==> src/rtl/heq_phase_ctrl.sv <==
// Phase sequencer for the histogram-equalization engine: runs histogram, CDF and
// divider phases in order, arbitrates scratch memory, captures cdf_min, watchdogs each phase.
module heq_phase_ctrl #(
    parameter int TIMEOUT_W = 20,
    parameter int CYC_W     = 32
) (
    input  logic             clk,
    input  logic             reset,
    input  logic             start,
    input  logic             abort,
    input  logic             hist_done,
    input  logic             cdf_min_valid,
    input  logic [31:0]      cdf_min_in,
    input  logic             cdf_done,
    input  logic             div_wt_done,
    output logic             hist_en,
    output logic             cdf_en,
    output logic             div_en,
    output logic [31:0]      cdf_min,
    output logic [1:0]       mem_sel,
    output logic [2:0]       phase,
    output logic             busy,
    output logic             done,
    output logic             error,
    output logic [1:0]       err_code,
    output logic [CYC_W-1:0] total_cycles
);

    typedef enum logic [2:0] {
        S_IDLE  = 3'd0,
        S_HIST  = 3'd1,
        S_GAP1  = 3'd2,
        S_CDF   = 3'd3,
        S_GAP2  = 3'd4,
        S_DIV   = 3'd5,
        S_DONE  = 3'd6,
        S_ERROR = 3'd7
    } state_t;

    localparam logic [1:0] ERR_NONE    = 2'd0;
    localparam logic [1:0] ERR_TIMEOUT = 2'd1;
    localparam logic [1:0] ERR_NOMIN   = 2'd2;

    // Expiry is judged on the value the counter would reach this cycle, so a phase
    // times out after exactly 2^TIMEOUT_W-1 cycles.
    localparam logic [TIMEOUT_W-1:0] WD_LAST = {{(TIMEOUT_W-1){1'b1}}, 1'b0};

    state_t               state_q, state_d;
    logic [1:0]           err_code_q, err_code_d;
    logic [TIMEOUT_W-1:0] wd_q;
    logic [31:0]          cdf_min_q;
    logic                 min_seen_q;
    logic [CYC_W-1:0]     total_q;

    logic wd_expire;
    logic wd_counting;
    logic busy_state;
    logic enter_hist;

    assign wd_expire   = (wd_q == WD_LAST);
    assign wd_counting = (state_q == S_HIST) || (state_q == S_CDF) || (state_q == S_DIV);
    assign busy_state  = (state_q >= S_HIST) && (state_q <= S_DIV);
    assign enter_hist  = (state_d == S_HIST) && (state_q != S_HIST);

    always_comb begin
        state_d    = state_q;
        err_code_d = err_code_q;
        if (abort) begin
            state_d = S_IDLE;
        end else begin
            case (state_q)
                S_IDLE, S_ERROR: begin
                    if (start) begin
                        state_d    = S_HIST;
                        err_code_d = ERR_NONE;
                    end
                end
                S_HIST: begin
                    if (hist_done) begin
                        state_d = S_GAP1;
                    end else if (wd_expire) begin
                        state_d    = S_ERROR;
                        err_code_d = ERR_TIMEOUT;
                    end
                end
                S_GAP1: state_d = S_CDF;
                S_CDF: begin
                    // A valid arriving in the same cycle as cdf_done still counts.
                    if (cdf_done) begin
                        if (min_seen_q || cdf_min_valid) begin
                            state_d = S_GAP2;
                        end else begin
                            state_d    = S_ERROR;
                            err_code_d = ERR_NOMIN;
                        end
                    end else if (wd_expire) begin
                        state_d    = S_ERROR;
                        err_code_d = ERR_TIMEOUT;
                    end
                end
                S_GAP2: state_d = S_DIV;
                S_DIV: begin
                    if (div_wt_done) begin
                        state_d = S_DONE;
                    end else if (wd_expire) begin
                        state_d    = S_ERROR;
                        err_code_d = ERR_TIMEOUT;
                    end
                end
                S_DONE: begin
                    if (start) begin
                        state_d    = S_HIST;
                        err_code_d = ERR_NONE;
                    end else begin
                        state_d = S_IDLE;
                    end
                end
                default: state_d = S_IDLE;
            endcase
        end
    end

    always_ff @(posedge clk or negedge reset) begin
        if (!reset) begin
            state_q    <= S_IDLE;
            err_code_q <= ERR_NONE;
            wd_q       <= '0;
            cdf_min_q  <= '0;
            min_seen_q <= 1'b0;
            total_q    <= '0;
        end else begin
            state_q    <= state_d;
            err_code_q <= err_code_d;

            if (state_d != state_q) begin
                wd_q <= '0;
            end else if (wd_counting) begin
                wd_q <= wd_q + 1'b1;
            end

            if (enter_hist) begin
                cdf_min_q  <= '0;
                min_seen_q <= 1'b0;
                total_q    <= '0;
            end else begin
                if ((state_q == S_CDF) && cdf_min_valid && !min_seen_q && !abort) begin
                    cdf_min_q  <= cdf_min_in;
                    min_seen_q <= 1'b1;
                end
                if (busy_state && (total_q != '1)) begin
                    total_q <= total_q + 1'b1;
                end
            end
        end
    end

    assign hist_en      = (state_q == S_HIST);
    assign cdf_en       = (state_q == S_CDF);
    assign div_en       = (state_q == S_DIV);
    assign mem_sel      = hist_en ? 2'd1 : (cdf_en ? 2'd2 : (div_en ? 2'd3 : 2'd0));
    assign phase        = state_q;
    assign busy         = busy_state;
    assign done         = (state_q == S_DONE);
    assign error        = (state_q == S_ERROR);
    assign err_code     = err_code_q;
    assign cdf_min      = cdf_min_q;
    assign total_cycles = total_q;

endmodule

==> config.mk <==
export PLATFORM = sky130hd
export DESIGN_NAME = heq_phase_ctrl
export DESIGN_NICKNAME = d
export VERILOG_FILES = /design/src/rtl/heq_phase_ctrl.sv
export SDC_FILE = /design/constraint.sdc
export NUM_CORES = 1
export LEC_CHECK = 0
export ABC_CLOCK_PERIOD_IN_PS = 1700
export BUFFER_PORTS_ARGS = -buffer_cell sky130_fd_sc_hd__buf_2
export CAP_MARGIN = 30
export CORE_MARGIN = 2
export CORE_UTILIZATION = 49
export CTS_CLUSTER_SIZE = 40
export DETAILED_ROUTE_END_ITERATION = 16
export PLACE_DENSITY = 0.78
export RECOVER_POWER = 50
export SLEW_MARGIN = 20
export SYNTH_ARGS = -nofsm -noshare
export SYNTH_HDL_FRONTEND = slang
export SYNTH_SLANG_ARGS = --single-unit
==> constraint.sdc <==
create_clock -name clk -period 1.7 [get_ports clk]
set_input_delay 0.255 -clock clk [delete_from_list [all_inputs] [get_ports clk]]
set_output_delay 0.255 -clock clk [all_outputs]
set_load 0.01 [all_outputs]
# After elaboration in Yosys (flattened, before gate mapping)
# Cells that the tools add are included.
[totals]
register_bits = 90
input_bits = 40
[classes]
add_sub_neg = 2
order_cmp = 2
eq_ne = 16
n_mux = 27
bitwise = 1
n_reduce_logical = 19
[ops]
columns = ["operator", "n"]
rows = [
  ["$mux W32", 4],
  ["$mux W20", 2],
  ["$add A32 B1 Y32 const B", 1],
  ["$ne A32 B32 Y1 const B", 1],
  ["$pmux W3 S7", 1],
  ["$add A20 B1 Y20 const B", 1],
  ["$eq A20 B20 Y1 const B", 1],
  ["$mux W2", 10],
  ["$mux W3", 6],
  ["$eq A3 B3 Y1 const B", 4],
  ["$pmux W2 S4", 1],
  ["$eq A3 B1 Y1 const B", 2],
  ["$eq A3 B2 Y1 const B", 2],
  ["$logic_and A1 B1 Y1", 6],
  ["$reduce_and A6 Y1", 1],
  ["$reduce_bool A2 Y1", 3],
  ["$ne A2 B2 Y1 const B", 2],
  ["$reduce_bool A4 Y1", 1],
  ["$ge A3 B1 Y1 const B", 1],
  ["$le A3 B3 Y1 const B", 1],
  ["$logic_not A3 Y1", 1],
  ["$logic_or A1 B1 Y1", 3],
  ["$mux W1", 3],
  ["$ne A3 B1 Y1 const B", 1],
  ["other kinds (7)", 8],
]

# Logic depth before layout (Yosys ltp)
# Gate-level depths: netlist of the first run.
[depth]
depth_word = 8
mapped_depth = 10

# Worst setup path before layout of the first run
# Ideal clock, no wire load.
[synth_timing]
path_kind = "reg2reg"
start = "register total_q[0], in the netlist total_cycles[0]"
end = "register total_q[17], in the netlist total_cycles[17]"
setup_ps = 73
arrival_time_ps = 1854
required_time_ps = 1627
slack_ps = -227
stages_incl_launch_ff = 9
path_buffers = 2
period_less_slack_ps = 1927
cell_sequence = "dfrtp_1 > ha_1 > nand4_1 > nor2_1 > and4_1 > buf_6 > buf_6 > or4_1 > a21oi_2"
[synth_via]
elab_chain_cells = 3
word_cells_on_any_way = 6
classes_between = "add/sub (1); eq/ne (1); mux (2); reduce/logical (2)"
[synth_lines]
columns = ["item", "line_no", "text"]
rows = [
  ["start, declared", "53", "logic [CYC_W-1:0] total_q;"],
  ["start signal, assigned", "151", "total_q <= total_q + 1'b1;"],
  ["$add A32 B1 Y32 or $ne A32 B32 Y1 (tied branches)", "151, 150", ""],
  ["$mux W32 or $logic_and A1 B1 Y1 (tied branches)", "150", "if (busy_state && (total_q != '1)) begin"],
  ["$mux W32 or $reduce_bool A2 Y1 (tied branches)", "n/a", ""],
]
# Several ways; a longest one is shown, not always the timed one. The select of a mux whose other input is x is not followed.
# A chain may end at the register's enable or synchronous reset.

# Worst setup path after layout of the first run
[layout_timing]
start = "register wd_q[0]"
end = "register cdf_min_q[20], in the netlist cdf_min[20]"
[layout_via]
elab_chain_cells = 8
word_cells_on_any_way = 11
classes_between = "eq/ne (2); mux (7); reduce/logical (2)"
[layout_lines]
columns = ["item", "line_no", "text"]
rows = [
  ["start, declared", "50", "logic [TIMEOUT_W-1:0] wd_q;"],
  ["start signal, assigned", "138", "wd_q <= wd_q + 1'b1;"],
  ["$eq A20 B20 Y1 (*)", "60", "assign wd_expire = (wd_q == WD_LAST);"],
  ["$mux W3 (*)", "81, 96, 105", ""],
  ["$mux W3 (on tied branches)", "103, 79, 89", ""],
  ["$pmux W3 S7 (*)", "71", "case (state_q)"],
  ["$mux W3 (*)", "68", "if (abort) begin"],
  ["$eq A3 B1 Y1 (*)", "63", "assign enter_hist = (state_d == S_HIST) && (state_q != S_HIST);"],
  ["$logic_and A1 B1 Y1 (*)", "63", ""],
  ["$mux W32 or $reduce_bool A2 Y1 (tied branches)", "n/a", ""],
  ["end signal, assigned", "147", "cdf_min_q <= cdf_min_in;"],
  ["end, declared", "51", "logic [31:0] cdf_min_q;"],
]
# Every way passes the cells marked *; elsewhere a longest branch is shown, timed or not.

==> flow_metrics.py, run 1 <==
metrics = {
    "run_status": {
        "status": "finished with violations",
        "violations": "negative setup slack",
    },
    "yosys": {
        "netlist_area_mm2": 0.00507,
        "async_flop_share_pct": 100,
        "synth_edf_count": 0,
        "synth.net_count": 603,
        "ys_types": 63,
        "yosysSeqAreaShare_pct": 44.4,
        "yosys.area.top_type_share_pct": 44.4,
        "yosys-top-cells-area": "dfrtp_1, nand2_1, o21ai_0",
        "ys_ff_latch": 90,
        "ys_top_cells_by_count": "nand2_1, dfrtp_1, o21ai_0",
        "ys_warn_count": 0,
        "netlist_instances": 560,
        "synth.largest_area_cell": "dfrtp_1",
        "dominantRegCellSynth": "dfrtp_1",
        "yosysMostFrequentCell": "nand2_1",
        "avgSynthCellArea_um2": 9.06,
    },
    "setup_path": {
        "cp-start-kind": "register",
        "crit_fanout": 8,
        "endpoint_kind": "register",
        "regToRegSetupSlack_ns": -0.56,
        "max_stage_delay_ns": 0.43,
        "cp_slowest_cell": "dfrtp_1",
        "critical_path_class": "register to register",
        "required_ns": 2.01,
        "cp.arrival_ns": 2.57,
        "path_delay_family": "compound AO/OA/AOI/OAI gates",
        "path_cells": "inv_2, ha_4, nand4_1, nor3_2, a31oi_1, o221a_4, buf_12, buf_16, o21ai_4",
        "rr_endpoint": "cdf_min[20]$_DFFE_PN0P_",
        "r2r_cells": 9,
        "crit_start": "wd_q[0]$_DFFE_PN0P_",
        "cp_num_buf_inv": 3,
        "worstReg2RegStart": "wd_q[0]$_DFFE_PN0P_",
    },
    "cts": {
        "cts_made_buffers": 9,
        "cts_tree": "yes",
        "clock_sinks": 90,
        "clk_path_buf_depth": 2,
        "cts_root_buf": "clkbuf_8",
        "path_clk_slew_ns": 0.11,
        "clk_latency_ns": 0.40,
        "cts.htree.levels": 3,
    },
    "place": {
        "gp_congestion": 0.859,
        "preCtsSetupSlack_ns": -0.278,
        "hpwl_um": 10700,
        "port_buffers": 116,
    },
    "global_route": {
        "grt_pass1_wl_um": 31700,
        "grt_max_degree": 38,
        "grt_pass1_vias": 6196,
        "overflow": 0,
        "track_usage_pct": 36.0,
        "antenna_found_initial": 0,
    },
    "power": {
        "vdd_drop_max_mv": 0.797,
        "powerDensity_mw_per_mm2": 1280,
        "p_leak_nw": 3.70,
    },
    "sta": {
        "finalHoldViolations": 0,
        "post-route-worst-setup-slack_ns": -0.561,
        "setup_viol": 99,
        "skew_ns": 0.0243,
        "worst_slew_pin_slew_ns": 1.07,
        "max_slew_margin_pct": 29.0,
        "rsz0062_at_grt": "yes",
        "timing.fmax_ghz": 0.442,
        "period_share_pct": 133,
        "period_minus_slack_ns": 2.26,
        "slew_violations": 0,
    },
    "layout": {
        "final_util_pct": 81.6,
        "syn_to_final_growth_pct": 63.9,
        "nNetsFinal": 856,
        "drive_above_1_share_pct": 57.5,
        "regArea_mm2": 0.00226,
        "num_antenna_cells": 0,
        "multi_input_area_mm2": 0.00335,
        "n_fill_cell": 475,
    },
    "floorplan": {
        "ios": 117,
        "dieWidth_um": 106,
        "core_mm2": 0.0102,
        "die_h_um": 106,
        "row_count": 37,
        "initial_utilization_pct": 49.8,
        "die_area_mm2": 0.0112,
    },
    "route": {
        "firstDrtPassIters": 6,
        "vias_per_cell": 6.96,
        "drc": 0,
        "drtAntennaViolNets": 0,
        "wire_per_inst_um": 26.5,
        "vias": 6636,
        "drtIter0Drc": 920,
        "drt_wl_total_um": 25300,
    },
    "worst_hold_path": {
        "hold_path_depth": 3,
        "min_to": "cdf_min[18]$_DFFE_PN0P_",
        "hp-class": "input pin to register",
        "hp-start": "cdf_min_in[18]",
    },
    "flow_run": {
        "maxCapViolations": 0,
    },
}
through the flow:
| stage | hold WS (ns) | power (mW) | setup TNS, ns | instance area [um2] | std cells |
|---|---|---|---|---|---|
| 6_report | 0.0635 | 10.6 | -38.44 | 8310 | 954 |
| 5_1_grt | 0.0558 | 10.9 | -44.25 | 8310 | 954 |
| 4_1_cts | 0.0592 | 9.13 | -11.84 | 7760 | 940 |
| 3_5_place_dp | 0.278 | 6.27 | -17.91 | 6640 | 880 |
| 3_3_place_gp | 0.270 | 6.14 | -14.85 | 6640 | 880 |
| 2_1_floorplan | -0.0406 | 4.92 | -3.66 | 5260 | 560 |
power by group:
part	internal [mW]	leakage, nW	switching (mW)	total (mW)
clock	0.546	0.0795	0.926	1.47
combinational	2.93	2.38	3.53	6.46
sequential	2.41	1.24	0.280	2.69
total	5.89	3.70	4.73	10.6
cell families (layout without fill, tap and decap cells):
group	Yosys count	in the layout	synth area share, %
compound gates	130	130	15.7
xor+xnor	20	20	3.45
fa+ha+maj	3	3	0.740
buf+inv	53	310	5.65
flops	90	90	44.4
mux	2	2	0.395
simple gates	262	263	29.6
registers in the layout, indices dropped and copies added, names as in the netlist:
signal and flops:
cdf_min 32, err_code 2, min_seen_q 1, phase 3
total_cycles 32, wd_q 20
layout make-up:
class,instances,share of cell area [%]
multi-input cells,418,40.3
clock buffers,10,1.54
inverters,12,0.602
flip-flops and latches,90,27.2
clock inverters,6,0.587
repair buffers,282,27.8
well taps,136,2.05
worst max-delay path by stage:
stage	to	slack [ns]	cells after the start
after floorplan	total_cycles[17]$_DFFE_PN0P_	-0.09	9
after global placement	cdf_min[26]$_DFFE_PN0P_	-0.22	7
after detailed placement	cdf_min[26]$_DFFE_PN0P_	-0.28	7
after CTS	total_cycles[12]$_DFFE_PN0P_	-0.20	7
after global routing	cdf_min[20]$_DFFE_PN0P_	-0.61	9
final	cdf_min[20]$_DFFE_PN0P_	-0.56	9
metal layers:
layer  track usage (%)  vias up  part of all wire [%]
li1                  -     2539                     -
met1              41.8     3133                    34
met2              60.1      701                    45
met3              7.98      263                    12
met4              22.7        0                   8.9
met5                 0        -                     0
cell usage in the layout, fill, tap and decap left out, types with 12 or more instances in the layout:
cell     Yosys  final
a21oi_2      3     30
buf_2       16    107
buf_4        6    116
buf_6        6     34
dfrtp_1     90     86
nand2_1     97     95
nand3_1     17     14
nand4_1     20     20
nor2_1      20     13
o21ai_2      1     26
o31ai_1     24     12
or4_4        1     12
xnor2_1     19     19
worst register-to-register path: cells and delay by family (launching register included):
family / cells / cell delay [ns]
DFF: 1 / 0.43
buffers and inverters: 3 / 0.44
AOI/OAI and AO/OA: 3 / 0.69
adders and majority gates: 1 / 0.16
and+or+nand+nor: 2 / 0.46
what timing repair did:
action                                  CTS  global route
resized for setup                       144           107
buffers inserted                         34            14
cloned                                    9             5
pin swaps                                42            39
endpoints found under the hold margin    35             0
endpoints found under the setup margin   94            97
hold buffers                              1             0
Note: power is estimated with default switching activity, not from simulation.
==> inputs of run 2 (changes only) <==
CTS_CLUSTER_SIZE = 16   (was 40)
REMOVE_ABC_BUFFERS = 1   (was unset)
==> run 2 against run 1 <==
The flow still finishes with violations (negative setup slack). Core utilization shrank 5.3 points. Register-to-register slack gained 0.14 ns. Worst hold slack gained 0.020 ns. Critical path depth shrank 1. Cell count is the same. Clock-buffer cell count is the same. Via count shrank 12%. Setup slack gained 0.14 ns. Combinational power shrank 19%. Sequential cell count is the same. Non-clock buffer count shrank 2. Die area is the same.
==> flow_metrics.py, run 2 (same netlist as run 1, synthesis figures left out) <==
metrics = {
    "setup_path": {
        "crit_fanout": 8,
        "path_cells": "ha_2, nand4_1, nor2_2, buf_6, buf_12, nand2_8, or4_1, a21oi_2",
        "rr_endpoint": "total_cycles[10]$_DFFE_PN0P_",
        "required_ns": 2.00,
        "worstReg2RegStart": "total_cycles[1]$_DFFE_PN0P_",
        "regToRegSetupSlack_ns": -0.42,
        "cp.arrival_ns": 2.42,
        "cp-start-kind": "register",
        "cp_slowest_cell": "or4_1",
        "critical_path_class": "register to register",
        "r2r_cells": 8,
        "endpoint_kind": "register",
        "max_stage_delay_ns": 0.46,
    },
    "power": {
        "p_leak_nw": 3.55,
        "powerDensity_mw_per_mm2": 1210,
        "vdd_drop_max_mv": 0.834,
    },
    "sta": {
        "finalHoldViolations": 0,
        "skew_ns": 0.00987,
        "max_slew_margin_pct": 42.0,
        "rsz0062_at_grt": "yes",
        "timing.fmax_ghz": 0.472,
        "period_minus_slack_ns": 2.12,
        "setup-tns-final_ns": -22.21,
        "worst_slew_pin_slew_ns": 0.869,
        "slew_violations": 0,
        "setup_viol": 94,
        "hold_ws_ns": 0.0835,
        "post-route-worst-setup-slack_ns": -0.418,
        "period_share_pct": 125,
    },
    "worst_hold_path": {
        "hp-start": "cdf_min_in[9]",
        "hp-class": "input pin to register",
        "min_to": "cdf_min[9]$_DFFE_PN0P_",
        "hold_path_depth": 3,
    },
    "place": {
        "hpwl_um": 9890,
        "gp_congestion": 0.888,
        "place_area_mm2": 0.00659,
        "port_buffers": 116,
        "preCtsSetupSlack_ns": -0.328,
    },
    "layout": {
        "syn_to_final_growth_pct": 53.3,
        "final_area_mm2": 0.00777,
        "layout_commonest_cell": "buf_4",
        "drive_above_1_share_pct": 49.3,
        "final_cell_mix": "buf_4, buf_2, nand2_1, dfrtp_1, o21ai_0",
        "num_antenna_cells": 0,
        "final_util_pct": 76.3,
        "nNetsFinal": 856,
    },
    "cts": {
        "cts_tree": "yes",
        "cts_root_buf": "clkbuf_8",
        "cts_made_buffers": 9,
        "clock_sinks": 90,
        "path_clk_slew_ns": 0.09,
        "clk_path_buf_depth": 2,
        "cts.htree.levels": 3,
        "clk_latency_ns": 0.37,
    },
    "route": {
        "vias_per_cell": 6.14,
        "vias": 5860,
        "drt_wl_total_um": 18800,
        "wire_per_inst_um": 19.7,
        "drtAntennaViolNets": 0,
        "firstDrtPassIters": 5,
        "drtIter0Drc": 499,
        "drc": 0,
    },
    "run_status": {
        "status": "finished with violations",
        "violations": "negative setup slack",
    },
    "floorplan": {
        "ios": 117,
        "core_mm2": 0.0102,
        "initial_utilization_pct": 49.8,
        "die_area_mm2": 0.0112,
        "row_count": 37,
        "die_h_um": 106,
        "dieWidth_um": 106,
    },
    "global_route": {
        "overflow": 0,
        "grt_max_degree": 39,
        "grt_pass1_wl_um": 24400,
        "track_usage_pct": 26.8,
        "antenna_found_initial": 0,
        "grt_pass1_vias": 5209,
    },
    "flow_run": {
        "maxCapViolations": 0,
    },
}
-- run 2: changes by cell type in the layout (fill, tap and decap cells not counted), sizes merged --
cell    delta
bufinv     +1
nand2      +2
inv        -1
buf       -10
clkbuf     +8
-- run 2: worst max-delay path: cells and delay by family, from the launching register on --
| family | cells | cell delay, ns |
|---|---|---|
| AOI/OAI and AO/OA | 1 | 0.18 |
| adders and majority gates | 1 | 0.24 |
| buffers and inverters | 2 | 0.31 |
| DFF | 1 | 0.43 |
| and+or+nand+nor | 4 | 0.88 |
-- run 2: what timing repair did --
| item | in CTS | in global routing |
|---|---|---|
| endpoints found under the setup margin | 94 | 96 |
| buffers inserted | 10 | 25 |
| endpoints found under the hold margin | 29 | 0 |
| pin swaps | 14 | 32 |
| cloned | 1 | 10 |
| hold buffers | 1 | 0 |
| gates resized for setup | 44 | 106 |
-- run 2: layer usage --
| metal | vias to the layer above | routed length, um | GRT usage, % |
|---|---|---|---|
| met4 | 0 | 841 | 12.3 |
| met2 | 379 | 9130 | 45.5 |
| met1 | 2853 | 7360 | 34.5 |
| li1 | 2541 | - | - |
| met3 | 87 | 1430 | 2.72 |
| met5 | - | 0 | 0 |
-- run 2: layout make-up --
cell class                 instances  area (um2)
tap                              136         170
fill                             636        2410
multi-input combinational        420        3010
clock inverter                     6        66.3
timing repair buffer             280        2100
inverter                          12        50.0
sequential                        90        2260
clock buffer                      10         128
-- run 2: how the worst max path moves through the flow --
stage	from	to	slack, ns	cells after the start
after floorplan	phase[0]$_DFF_PN0_	wd_q[10]$_DFFE_PN0P_	-1.80	5
after global placement	phase[2]$_DFF_PN0_	cdf_min[16]$_DFFE_PN0P_	-0.25	6
after detailed placement	phase[2]$_DFF_PN0_	cdf_min[28]$_DFFE_PN0P_	-0.33	6
after CTS	phase[2]$_DFF_PN0_	cdf_min[28]$_DFFE_PN0P_	-0.18	7
after global routing	total_cycles[1]$_DFFE_PN0P_	total_cycles[10]$_DFFE_PN0P_	-0.47	8
final	total_cycles[1]$_DFFE_PN0P_	total_cycles[10]$_DFFE_PN0P_	-0.42	8
-- run 2: power by group --
group	internal [mW]	switching (mW)	leakage (nW)
clock network	0.683	0.827	0.0889
logic	2.46	2.79	2.21
registers	2.41	0.229	1.24
-- run 2: stage by stage --
stage / total power, mW / instances
after floorplan: 4.27 / 519
final: 9.41 / 954
after global routing: 9.81 / 954
after detailed placement: 6.04 / 893
after global placement: 5.93 / 893
after CTS: 8.06 / 921
